==> src/rtl/load_seq_fsm_if.sv <==
// load_seq_fsm_if: start/stage/status bundle of the load sequencer.
// master = sequencer side, slave = board controller plus sub-engines.
interface load_seq_fsm_if #(
  parameter int N_STG = 2,
  parameter int SW    = 4
) ();
  logic             load_ram_en;
  logic             abort_err;
  logic [N_STG-1:0] stg_en;
  logic [N_STG-1:0] stg_done;
  logic [N_STG-1:0] stg_error;
  logic             seq_busy;
  logic             seq_done;
  logic             seq_error;
  logic [SW-1:0]    err_stg;
  logic [1:0]       err_code;

  modport master (
    input  load_ram_en,
    input  abort_err,
    input  stg_done,
    input  stg_error,
    output stg_en,
    output seq_busy,
    output seq_done,
    output seq_error,
    output err_stg,
    output err_code
  );

  modport slave (
    output load_ram_en,
    output abort_err,
    output stg_done,
    output stg_error,
    input  stg_en,
    input  seq_busy,
    input  seq_done,
    input  seq_error,
    input  err_stg,
    input  err_code
  );
endinterface

==> src/rtl/load_seq_fsm.sv <==
// load_seq_fsm: launches N_STG load stages in order, with retry.
// Optional per-stage watchdog: define LOAD_SEQ_TIMEOUT_EN.
module load_seq_fsm #(
  parameter int N_STG       = 2,
  parameter int MAX_RETRY   = 0,
  parameter int TIMEOUT_CYC = 1048575,
  parameter int SW          = 4
) (
  input logic            sys_clk,
  input logic            glbl_rst,
  load_seq_fsm_if.master bus
);

  // A misconfigured instance never leaves IDLE.
  localparam bit CFG_OK =
    (N_STG >= 1) && (N_STG <= 16) &&
    ((2 ** SW) >= N_STG) &&
    (MAX_RETRY >= 0) && (MAX_RETRY <= 7) &&
    (TIMEOUT_CYC >= 1);

  localparam logic [1:0] EC_STG   = 2'b01;
  localparam logic [1:0] EC_ABORT = 2'b10;
  localparam logic [1:0] EC_TMO   = 2'b11;

  typedef enum logic [1:0] {
    S_IDLE,
    S_LAUNCH,
    S_WAIT
  } state_e;

  state_e           state_q, state_d;
  logic [SW-1:0]    idx_q, idx_d;
  logic [2:0]       retry_q, retry_d;
  logic [N_STG-1:0] stg_en_q, stg_en_d;
  logic             busy_q, busy_d;
  logic             done_q, done_d;
  logic             error_q, error_d;
  logic [SW-1:0]    err_stg_q, err_stg_d;
  logic [1:0]       err_code_q, err_code_d;

  logic cur_done;
  logic cur_err;
  logic idx_ok;
  logic wd_hit;

  // Pick the done/error bits of the active stage only.
  always_comb begin
    cur_done = 1'b0;
    cur_err  = 1'b0;
    idx_ok   = 1'b0;
    for (int i = 0; i < N_STG; i++) begin
      if (idx_q == SW'(i)) begin
        cur_done = bus.stg_done[i];
        cur_err  = bus.stg_error[i];
        idx_ok   = 1'b1;
      end
    end
  end

`ifdef LOAD_SEQ_TIMEOUT_EN
  localparam int WDW = $clog2(TIMEOUT_CYC + 1);

  logic [WDW-1:0] wd_q, wd_d;

  // Watchdog: cleared on launch, counts WAIT cycles.
  always_comb begin
    wd_d = wd_q;
    if (state_q == S_LAUNCH) begin
      wd_d = '0;
    end else if (state_q == S_WAIT) begin
      wd_d = wd_q + WDW'(1);
    end
  end

  assign wd_hit = (state_q == S_WAIT) &&
                  (wd_q == WDW'(TIMEOUT_CYC - 1));

  // Watchdog register.
  always_ff @(posedge sys_clk) begin
    if (glbl_rst) begin
      wd_q <= '0;
    end else begin
      wd_q <= wd_d;
    end
  end
`else
  assign wd_hit = 1'b0;
`endif

  // Next state, stage index, retry count and registered outputs.
  always_comb begin
    state_d    = state_q;
    idx_d      = idx_q;
    retry_d    = retry_q;
    done_d     = 1'b0;
    error_d    = 1'b0;
    err_stg_d  = err_stg_q;
    err_code_d = err_code_q;
    busy_d     = 1'b0;
    stg_en_d   = '0;

    unique case (state_q)
      S_IDLE: begin
        if (bus.load_ram_en && CFG_OK) begin
          err_stg_d  = '0;
          err_code_d = '0;
          idx_d      = '0;
          retry_d    = '0;
          state_d    = S_LAUNCH;
        end
      end
      S_LAUNCH: begin
        state_d = S_WAIT;
      end
      S_WAIT: begin
        if (!idx_ok) begin
          state_d    = S_IDLE;
          idx_d      = '0;
          retry_d    = '0;
          err_stg_d  = '0;
          err_code_d = '0;
        end else if (bus.abort_err) begin
          error_d    = 1'b1;
          err_stg_d  = idx_q;
          err_code_d = EC_ABORT;
          state_d    = S_IDLE;
        end else if (wd_hit) begin
          error_d    = 1'b1;
          err_stg_d  = idx_q;
          err_code_d = EC_TMO;
          state_d    = S_IDLE;
        end else if (cur_err) begin
          if (retry_q < 3'(MAX_RETRY)) begin
            retry_d = retry_q + 3'd1;
            state_d = S_LAUNCH;
          end else begin
            error_d    = 1'b1;
            err_stg_d  = idx_q;
            err_code_d = EC_STG;
            state_d    = S_IDLE;
          end
        end else if (cur_done) begin
          if (idx_q == SW'(N_STG - 1)) begin
            done_d  = 1'b1;
            state_d = S_IDLE;
          end else begin
            idx_d   = idx_q + SW'(1);
            retry_d = '0;
            state_d = S_LAUNCH;
          end
        end
      end
      default: begin
        state_d    = S_IDLE;
        idx_d      = '0;
        retry_d    = '0;
        err_stg_d  = '0;
        err_code_d = '0;
      end
    endcase

    busy_d = (state_d != S_IDLE);
    for (int i = 0; i < N_STG; i++) begin
      stg_en_d[i] = (state_d == S_LAUNCH) &&
                    (idx_d == SW'(i));
    end
  end

  // State and output registers.
  always_ff @(posedge sys_clk) begin
    if (glbl_rst) begin
      state_q    <= S_IDLE;
      idx_q      <= '0;
      retry_q    <= '0;
      stg_en_q   <= '0;
      busy_q     <= 1'b0;
      done_q     <= 1'b0;
      error_q    <= 1'b0;
      err_stg_q  <= '0;
      err_code_q <= '0;
    end else begin
      state_q    <= state_d;
      idx_q      <= idx_d;
      retry_q    <= retry_d;
      stg_en_q   <= stg_en_d;
      busy_q     <= busy_d;
      done_q     <= done_d;
      error_q    <= error_d;
      err_stg_q  <= err_stg_d;
      err_code_q <= err_code_d;
    end
  end

  assign bus.stg_en    = stg_en_q;
  assign bus.seq_busy  = busy_q;
  assign bus.seq_done  = done_q;
  assign bus.seq_error = error_q;
  assign bus.err_stg   = err_stg_q;
  assign bus.err_code  = err_code_q;

endmodule

==> src/flat_wrapper.sv <==
// flat-port wrapper written by rule: the top's interface ports become plain ports
module load_seq_fsm_flat 
#(
  parameter int N_STG       = 2,
  parameter int MAX_RETRY   = 0,
  parameter int TIMEOUT_CYC = 1048575,
  parameter int SW          = 4
)
  (sys_clk, glbl_rst, bus_load_ram_en, bus_abort_err, bus_stg_done, bus_stg_error, bus_stg_en, bus_seq_busy, bus_seq_done, bus_seq_error, bus_err_stg, bus_err_code);
  load_seq_fsm_if #(.N_STG(N_STG), .SW(SW)) bus_i ();
  input logic sys_clk;
  input logic glbl_rst;
  input wire logic [$bits(bus_i.load_ram_en)-1:0] bus_load_ram_en;
  input wire logic [$bits(bus_i.abort_err)-1:0] bus_abort_err;
  input wire logic [$bits(bus_i.stg_done)-1:0] bus_stg_done;
  input wire logic [$bits(bus_i.stg_error)-1:0] bus_stg_error;
  output wire logic [$bits(bus_i.stg_en)-1:0] bus_stg_en;
  output wire logic [$bits(bus_i.seq_busy)-1:0] bus_seq_busy;
  output wire logic [$bits(bus_i.seq_done)-1:0] bus_seq_done;
  output wire logic [$bits(bus_i.seq_error)-1:0] bus_seq_error;
  output wire logic [$bits(bus_i.err_stg)-1:0] bus_err_stg;
  output wire logic [$bits(bus_i.err_code)-1:0] bus_err_code;
  assign bus_i.load_ram_en = bus_load_ram_en;
  assign bus_i.abort_err = bus_abort_err;
  assign bus_i.stg_done = bus_stg_done;
  assign bus_i.stg_error = bus_stg_error;
  assign bus_stg_en = bus_i.stg_en;
  assign bus_seq_busy = bus_i.seq_busy;
  assign bus_seq_done = bus_i.seq_done;
  assign bus_seq_error = bus_i.seq_error;
  assign bus_err_stg = bus_i.err_stg;
  assign bus_err_code = bus_i.err_code;
  load_seq_fsm #(.N_STG(N_STG), .MAX_RETRY(MAX_RETRY), .TIMEOUT_CYC(TIMEOUT_CYC), .SW(SW)) u_core (.sys_clk(sys_clk), .glbl_rst(glbl_rst), .bus(bus_i));
endmodule
==> config.mk <==
export PLATFORM = sky130hd
export DESIGN_NAME = load_seq_fsm_flat
export DESIGN_NICKNAME = d
export VERILOG_FILES = /design/src/rtl/load_seq_fsm_if.sv /design/src/rtl/load_seq_fsm.sv /design/src/flat_wrapper.sv
export SDC_FILE = /design/constraint.sdc
export NUM_CORES = 1
export LEC_CHECK = 0
export CORE_AREA = 2 2 49 73
export DETAILED_ROUTE_END_ITERATION = 8
export DIE_AREA = 0 0 51 75
export RECOVER_POWER = 100
export SYNTH_ARGS = -nofsm -noshare
export SYNTH_HDL_FRONTEND = slang
export SYNTH_SLANG_ARGS = --single-unit
==> constraint.sdc <==
create_clock -name sys_clk -period 2.2 [get_ports sys_clk]
set_input_delay 0.44 -clock sys_clk [delete_from_list [all_inputs] [get_ports sys_clk]]
set_output_delay 0.44 -clock sys_clk [all_outputs]
set_load 0.005 [all_outputs]
==> flow_summary.ini, run 1 <==
[power]
switching_share = 0.2354
power_leakage_nw = 0.4355
clockPowerShare = 0.377
intPower_uw = 478.8
pwr-share-seq = 0.508
p_per_area_nw_per_um2 = 599.5
ir_drop_uv = 317.8
pwr-share-comb = 0.116
p_sw_uw = 147.5

[logic_synthesis]
async_reset_ff_frac = 0
synth_top_family_by_area = simple AND/OR/NAND/NOR gates
ys.flop_type = dfxtp_1
ys_warn_count = 0
syn_avg_cell_area_um2 = 8.830
synth_area_um2 = 768.2
synth_compound_area_frac = 0.1906
synthXorXnorAreaFrac = 0
synth-adder-area-share = 0.04886
ys_types = 31
synth_edf_count = 0
syn_inst = 87
yosys.area_share.simple = 0.2573
synthMuxAreaShare = 0.02606
synth_seq_area_share = 0.4430
ys_ff_latch = 17
syn_nets = 98

[final_layout]
final_cell_mix = dfxtp_1 (17), nor2_1 (16), dlygate4sd3_1 (12)
stdcell_count = 150
mostFrequentLayoutCell = dfxtp_1
stdcell_area_um2 = 1045
num-fill-cells = 333
syn_to_final_growth_pct = 35.99
final_layout_size_suffix_gt1_frac = 0.09091
diodes = 0
final_net_count = 122

[placed_design]
place_hpwl_mm = 1.342
place_congestion = 0.8693
portBuffers = 18
place_inst = 146
placed_area_um2 = 1010

[global_routing]
grt_first_pass_wirelength_mm = 3.118
grt_pass1_vias = 720
top_usage_layer = met2
grt-ovfl-total = 0
grt_max_degree = 15
grt_use_met2 = 0.1818
grt_usage = 0.1087
use_met1 = 0.1261
antenna_found_initial = 0
met3_usage = 0.01389

[detailed_routing]
firstDrtPassIters = 4
drt_iter0_drc = 10
vias = 687
drt-wirelength-per-cell_um = 11.69
drc = 0
antenna_left = 0
routed_wl_mm = 1.754
vias_per_cell = 4.580

[hold_path]
hold_depth = 1
min_to = u_core.bus.err_stg[3]
min-delay-start = u_core.bus.err_stg[3]
hold_path_class = flip-flop to flip-flop

[timing]
fmax_ghz = 0.4843
setup_viol = 0
final_hold_viol_count = 0
finalCritPeriodShare = 0.9386
finalCriticalPeriod_ns = 2.065
slew_headroom = 0.6561
rsz0062_at_grt = no
slew_violations = 0
tightest_slew_ns = 0.5142
clock_skew_ns = 0.003582

[setup_path]
crit_type = primary input to flip-flop
worst_ep_arrival_time_ns = 2.24
reg2reg_to = u_core.bus.stg_en[0]
ff2ff_path_depth = 5
crit_fanout = 4
r2r_setup_slack_ns = 0.15
cp-end-kind = flip-flop
worstPathRequired_ns = 2.38
start_kind = primary input
r2r_start = u_core.idx_q[2]

[floorplan]
rows = 25
die_y_um = 75
die_w_um = 51
die_area_um2 = 3825
fp.coreArea_um2 = 3159
initial_core_util = 0.2432
pin_count = 19

[clock_network]
root_buffer = clkbuf_8
numCtsBuffers = 3
cts_setup_buffers = 0
cts_resized = 0
holdBufCountCts = 0
clk_latency_ns = 0.26
clk_pin_slew_worst_paths_ns = 0.07
cts_tree = yes
cts_buffer_depth = 2
cts_max_level = 1
clock-sinks = 17

[run]
cap_violations = 0

[run_status]
status = complete, no violations
power by group through the flow:
stage | Clock, mW | Combinational, mW | Sequential (mW)
2_1_floorplan | 0 | 0.0407 | 0.325
3_3_place_gp | 0 | 0.0755 | 0.325
3_5_place_dp | 0 | 0.0765 | 0.325
4_1_cts | 0.241 | 0.0771 | 0.319
5_1_grt | 0.251 | 0.0809 | 0.319
6_report | 0.236 | 0.0723 | 0.318
worst max-delay path by stage:
stage	endpoint	start	cells after the start	slack [ns]
floorplan	u_core.bus.stg_en[0]	u_core.idx_q[3]	5	0.29
global placement	u_core.bus.stg_en[0]	bus_stg_error[0]	6	-0.07
detailed placement	u_core.bus.stg_en[0]	bus_stg_error[0]	6	-0.10
CTS	u_core.bus.stg_en[0]	bus_stg_error[0]	6	0.13
global route	u_core.bus.stg_en[0]	u_core.idx_q[0]	6	0.04
finish	u_core.bus.stg_en[0]	bus_stg_error[0]	6	0.14
metal layers:
layer | routed length [µm] | vias up
met1 | 779 | 312
met5 | 0 | -
li1 | - | 352
met4 | 60 | 0
met2 | 824 | 18
met3 | 89 | 5
synth_stat cells, drive strengths merged (2+ instances only):
| cell type | count | area share |
|---|---|---|
| and2 | 2 | 0.016 |
| nor2 | 16 | 0.078 |
| nand2 | 7 | 0.034 |
| a21oi | 5 | 0.033 |
| ha | 3 | 0.049 |
| mux2i | 2 | 0.026 |
| inv | 6 | 0.029 |
| dfxtp | 17 | 0.44 |
| o21bai | 3 | 0.029 |
| o21ai | 4 | 0.031 |
| nor3 | 3 | 0.020 |
cells by family (layout without fill, tap and decap cells):
| logic type | count (synthesis) | count (layout) |
|---|---|---|
| flops | 17 | 17 |
| buf+inv | 7 | 30 |
| mux | 2 | 2 |
| fa+ha+maj | 3 | 3 |
| compound gates | 20 | 20 |
| simple gates | 38 | 38 |
per-stage QoR:
step	TNS, ns	power, mW	hold slack [ns]	setup WS (ns)	utilization
final	0	0.6263	0.4520	0.1352	0.3307
after global routing	0	0.6511	0.4757	0.04196	0.3307
after CTS	0	0.6367	0.4638	0.1326	0.3339
after floorplan	0	0.3659	0.4548	0.2878	-
after global placement	-0.1223	0.4009	0.4452	-0.07431	0.3196
after detailed placement	-0.1550	0.4020	0.4464	-0.1001	0.3196
worst max-delay path: stages:
cell and delay [ns]:
clkdlybuf4s50_1 0.42, or3_2 0.43, or4_4 0.45, o21ai_1 0.14
o2111ai_1 0.19, a211oi_2 0.17
flip-flops by register name, summed over array words and instances (netlist names):
register,cells
u_core.bus.stg_en,2
u_core.bus.err_stg,4
u_core.bus.err_code,2
u_core.idx_q,4
u_core.bus.seq_busy,1
u_core.bus.seq_error,1
u_core.bus.seq_done,1
u_core.state_q,2
final cells by class:
class | instances | area (µm²) | share of cell area
Clock buffer | 4 | 45.04 | 0.04311
Inverter | 6 | 22.52 | 0.02156
Multi-Input combinational cell | 63 | 391.6 | 0.3749
Sequential cell | 17 | 340.3 | 0.3257
Tap cell | 40 | 50.05 | 0.04790
Timing Repair Buffer | 20 | 195.2 | 0.1868
No activity file was read; power rests on OpenSTA's default activity.
==> inputs of run 2 (changes only) <==
--- a/config.mk
+++ b/config.mk
@@ -8,6 +8,7 @@
 export CORE_AREA = 2 2 49 73
 export DETAILED_ROUTE_END_ITERATION = 8
 export DIE_AREA = 0 0 51 75
+export MAX_ROUTING_LAYER = met4
 export RECOVER_POWER = 100
 export SYNTH_ARGS = -nofsm -noshare
 export SYNTH_HDL_FRONTEND = slang
==> run 2 against run 1 <==
  * Wire length down 0.17%
  * Hold slack about the same
  * Flip-flop and latch count unchanged
  * Fmax is essentially flat
  * Largest cell class unchanged
  * Global-route usage grew 0.33 points
==> flow_summary.ini, run 2 (synthesis results as in run 1) <==
[run_status]
status = complete, no violations

[clock_network]
cts_setup_buffers = 0
clk_latency_ns = 0.26
clock-sinks = 17
cts_max_level = 1
cts_tree = yes
clk_pin_slew_worst_paths_ns = 0.07
numCtsBuffers = 3
holdBufCountCts = 0
cts_buffer_depth = 2
cts_resized = 0
root_buffer = clkbuf_8

[floorplan]
fp.coreArea_um2 = 3159
die_y_um = 75
rows = 25
initial_core_util = 0.2432
die_area_um2 = 3825
pin_count = 19
die_w_um = 51

[detailed_routing]
drt_iter0_drc = 10
antenna_left = 0
drc = 0
drt-wirelength-per-cell_um = 11.67
vias = 687
routed_wl_mm = 1.751
firstDrtPassIters = 4
vias_per_cell = 4.580

[final_layout]
final_layout_size_suffix_gt1_frac = 0.09091
stdcell_count = 150
final_cell_mix = dfxtp_1 (17), nor2_1 (16), dlygate4sd3_1 (12)
diodes = 0
syn_to_final_growth_pct = 35.99
mostFrequentLayoutCell = dfxtp_1
final_net_count = 122

[timing]
setup_viol = 0
tightest_slew_ns = 0.5099
rsz0062_at_grt = no
final_hold_viol_count = 0
clock_skew_ns = 0.003845
fmax_ghz = 0.4843
whs_ns = 0.4520
slew_headroom = 0.6589
finalCritPeriodShare = 0.9385
slew_violations = 0
finalCriticalPeriod_ns = 2.065

[global_routing]
grt_first_pass_wirelength_mm = 3.118
grt_usage = 0.1121
grt-ovfl-total = 0
grt_pass1_vias = 720
grt_max_degree = 15
antenna_found_initial = 0

[placed_design]
portBuffers = 18
place_congestion = 0.8835
place_inst = 146
place_hpwl_mm = 1.342

[hold_path]
hold_path_class = flip-flop to flip-flop

[setup_path]
worstPathRequired_ns = 2.38
reg2reg_to = u_core.bus.stg_en[0]
crit_fanout = 4
r2r_setup_slack_ns = 0.15
cp-end-kind = flip-flop
endpoint = u_core.bus.stg_en[0]
ff2ff_path_depth = 5
start_kind = primary input
crit_type = primary input to flip-flop
worst_ep_arrival_time_ns = 2.24
startpoint = bus_stg_error[0]
r2r_start = u_core.idx_q[2]

[power]
p_per_area_nw_per_um2 = 599.6
power_leakage_nw = 0.4355
ir_drop_uv = 318.0

[run]
cap_violations = 0
==> run 2: worst min-delay path by stage <==
stage	cells after the start	endpoint	from
finish	1	u_core.bus.err_stg[3]	u_core.bus.err_stg[3]
global route	1	u_core.bus.err_stg[2]	u_core.bus.err_stg[2]
CTS	1	u_core.bus.err_stg[3]	u_core.bus.err_stg[3]
detailed placement	1	u_core.bus.err_stg[3]	u_core.bus.err_stg[3]
global placement	1	u_core.bus.err_stg[3]	u_core.bus.err_stg[3]
floorplan	1	u_core.bus.err_stg[2]	u_core.bus.err_stg[2]
==> run 2: through the flow <==
stage          setup slack [ns]  TNS [ns]  power [mW]    util  instance area (µm²)
5_1_grt                 0.04196         0      0.6511  0.3307                 1045
3_5_place_dp            -0.1001   -0.1550      0.4020  0.3196                 1010
6_report                 0.1353         0      0.6265  0.3307                 1045
4_1_cts                  0.1326         0      0.6367  0.3339                 1055
3_3_place_gp           -0.07431   -0.1223      0.4009  0.3196                 1010
2_1_floorplan            0.2878         0      0.3659       -                768.2
==> run 2: critical path, cell delays in order <==
cell,delay (ns)
clkdlybuf4s50_1,0.42
or3_2,0.43
or4_4,0.45
o21ai_1,0.14
o2111ai_1,0.19
a211oi_2,0.17
==> run 2: per-layer routing <==
metal,global-route usage,share of wire
met1,0.1261,0.44
met2,0.1818,0.47
met3,0.01389,0.053
met4,0.08108,0.037
met5,-,0
==> run 2: final cells by class <==
type	count	area (µm²)
fill	333	2115
multi-input combinational	63	391.6
inverter	6	22.52
tap	40	50.05
timing repair buffer	20	195.2
clock buffer	4	45.04
sequential	17	340.3
==> run 2: power by group <==
group	switching (mW)	leakage [nW]	total (mW)	internal (mW)
registers	0.00337	0.138	0.318	0.315
logic	0.0370	0.275	0.0723	0.0353
clock network	0.107	0.0228	0.236	0.129
total	0.148	0.436	0.626	0.479
==> inputs of run 3 (changes only) <==
--- a/config.mk
+++ b/config.mk
@@ -5,10 +5,13 @@
 export SDC_FILE = /design/constraint.sdc
 export NUM_CORES = 1
 export LEC_CHECK = 0
-export CORE_AREA = 2 2 49 73
+export ABC_AREA = 1
+export CORE_AREA = 2 2 51 77
+export CTS_CLUSTER_DIAMETER = 80
 export DETAILED_ROUTE_END_ITERATION = 8
-export DIE_AREA = 0 0 51 75
+export DIE_AREA = 0 0 53 79
 export MAX_ROUTING_LAYER = met4
+export PLACE_DENSITY_LB_ADDON = 0.12
 export RECOVER_POWER = 100
 export SYNTH_ARGS = -nofsm -noshare
 export SYNTH_HDL_FRONTEND = slang
==> run 3 against run 2 <==
  * Via count grew 18%
  * Register-to-register slack gained 0.26 ns
  * Sequential power grew 2%
  * Fmax grew 15%
  * Critical endpoint is now u_core.bus.err_stg[0]
  * Highest routed layer unchanged
==> flow_summary.ini, run 3 <==
[power]
intPower_uw = 481.6
ir_drop_uv = 314.8
switching_share = 0.2508
p_per_area_nw_per_um2 = 572.8
p_sw_uw = 161.2
clockPowerShare = 0.365
pwr-share-comb = 0.131
power_leakage_nw = 0.5223
pwr-share-seq = 0.504

[timing]
fmax_ghz = 0.5592
slew_headroom = 0.7668
setup_viol = 0
final_hold_viol_count = 0
clock_skew_ns = 0.007759
finalCritPeriodShare = 0.8128
finalCriticalPeriod_ns = 1.788
setup_tns_ns = 0
slew_violations = 0
rsz0062_at_grt = no
tightest_slew_ns = 0.3498

[logic_synthesis]
ys_types = 22
synth.top_cell.area_share = 0.4012
synth_area_um2 = 848.3
synth_top_area_cell = dfxtp_1
ys_ff_latch = 17
syn_nets = 131
ys_warn_count = 0
syn_inst = 120
yosysMostFrequentCell = nand2_1
synth_common_cells = nand2_1 (27), nor2_1 (19), dfxtp_1 (17), inv_1 (17), nand3_1 (9)
syn_avg_cell_area_um2 = 7.069
synth_area_leaders = dfxtp_1 (40%), nand2_1 (12%), nor2_1 (8.4%)
synth_seq_area_share = 0.4012
ys.flop_type = dfxtp_1
async_reset_ff_frac = 0
synth_edf_count = 0

[final_layout]
final_net_count = 154
syn_to_final_growth_pct = 32.30
stdcell_area_um2 = 1122
mostFrequentLayoutCell = nand2_1
multi_input_area_um2 = 419.2
final_cell_mix = nand2_1 (29), nor2_1 (19), inv_1 (18)
num-fill-cells = 394
layout.area.seq_um2 = 340.3
fin_util = 0.3164
diodes = 0
final_layout_size_suffix_gt1_frac = 0.1056

[setup_path]
cp-end-kind = flip-flop
crit_fanout = 6
worst_ep_arrival_time_ns = 1.97
start_kind = flip-flop
crit_type = flip-flop to flip-flop
r2r_start = u_core.idx_q[1]
worstPathRequired_ns = 2.38
startpoint = u_core.idx_q[1]
endpoint = u_core.bus.err_stg[0]
ff2ff_path_depth = 11
reg2reg_to = u_core.bus.err_stg[0]
r2r_setup_slack_ns = 0.41

[clock_network]
cts_buffer_depth = 2
clk_pin_slew_worst_paths_ns = 0.07
cts_max_level = 1
clk_latency_ns = 0.25
cts_setup_buffers = 0
cts_tree = yes
holdBufCountCts = 0
numCtsBuffers = 3
clock-sinks = 17
root_buffer = clkbuf_8
cts_resized = 0

[floorplan]
die_area_um2 = 4187
rows = 27
fp.coreArea_um2 = 3547
die_w_um = 53
die_y_um = 79
initial_core_util = 0.2392
pin_count = 19

[detailed_routing]
drc = 0
drt_iter0_drc = 22
antenna_left = 0
firstDrtPassIters = 4
drt-wirelength-per-cell_um = 11.33
vias_per_cell = 4.395
routed_wl_mm = 2.096
vias = 813

[run]
cap_violations = 0

[placed_design]
placed_area_um2 = 1086
portBuffers = 18
place_hpwl_mm = 1.681
place_congestion = 0.8840

[global_routing]
antenna_found_initial = 0
grt_pass1_vias = 742
grt-ovfl-total = 0
grt_first_pass_wirelength_mm = 3.477
grt_usage = 0.1139
grt_max_degree = 11

[hold_path]
hold_path_class = flip-flop to flip-flop
hold_depth = 2

[run_status]
status = complete, no violations
run 3: cell count changes in the layout (fill, tap and decap cells not counted), moves of 2 or more:
cell / before / now
inv_2: 0 / 2
a21oi_1: 5 / 2
nand2_1: 7 / 29
o21bai_1: 3 / 0
nand3_1: 1 / 10
o22ai_1: 0 / 2
nor2_2: 0 / 3
mux2i_1: 2 / 0
inv_1: 6 / 18
and2_1: 2 / 0
nor2_1: 16 / 19
run 3: cell families after synthesis:
family,count (synthesis),share of synthesized area
simple gates,69,0.3835
buf+inv,21,0.09291
flops,17,0.4012
compound gates,10,0.07817
fa+ha+maj,3,0.04425
run 3: power groups by stage:
stage                     combinational [mW]  clock, mW  sequential [mW]
after floorplan                       0.0467          0            0.331
after global placement                0.0912          0            0.331
after detailed placement              0.0912          0            0.331
after CTS                             0.0920      0.244            0.324
after global routing                  0.0949      0.257            0.325
final                                 0.0845      0.235            0.324
run 3: metal layers:
metal,track usage,wire [µm],up-vias
li1,-,-,419
met1,0.1291,906,376
met2,0.1913,1111,16
met3,0.01692,55,2
met4,0.05385,23,0
met5,-,0,-
run 3: through the flow:
stage / std cells / power, mW / setup WS (ns) / hold slack, ns
CTS: 185 / 0.6606 / 0.3893 / 0.4501
global placement: 181 / 0.4223 / 0.2520 / 0.4358
global route: 185 / 0.6776 / 0.1806 / 0.4750
floorplan: 120 / 0.3780 / 0.7012 / 0.4411
detailed placement: 181 / 0.4224 / 0.2718 / 0.4359
finish: 185 / 0.6428 / 0.4118 / 0.4444
run 3: worst min path at each step:
stage	endpoint	startpoint	slack (ns)
after floorplan	u_core.bus.err_stg[2]	u_core.bus.err_stg[2]	0.44
after detailed placement	u_core.bus.err_stg[3]	u_core.bus.err_stg[3]	0.44
after global placement	u_core.bus.err_stg[3]	u_core.bus.err_stg[3]	0.44
after CTS	u_core.bus.err_stg[3]	u_core.bus.err_stg[3]	0.45
after global routing	u_core.bus.err_stg[3]	u_core.bus.err_stg[3]	0.48
final	u_core.bus.err_stg[3]	u_core.bus.err_stg[3]	0.44
run 3: cell type report:
| class | instances | share of cell area |
|---|---|---|
| clock buffers | 3 | 0.03679 |
| clock inverters | 1 | 0.004459 |
| inverters | 20 | 0.06689 |
| multi-input cells | 82 | 0.3735 |
| flip-flops and latches | 17 | 0.3032 |
| well taps | 43 | 0.04794 |
| repair buffers | 19 | 0.1672 |
run 3: worst max-delay path, stage by stage, from the launching register on:
cell and delay [ns]:
dfxtp_1 0.35, inv_1 0.08, ha_1 0.27, nor2_1 0.12, nand3_1 0.11, nand2_1 0.11
inv_1 0.08, nand2_1 0.11, nand2_1 0.10, inv_1 0.18, nor2_1 0.07, a211oi_2 0.13
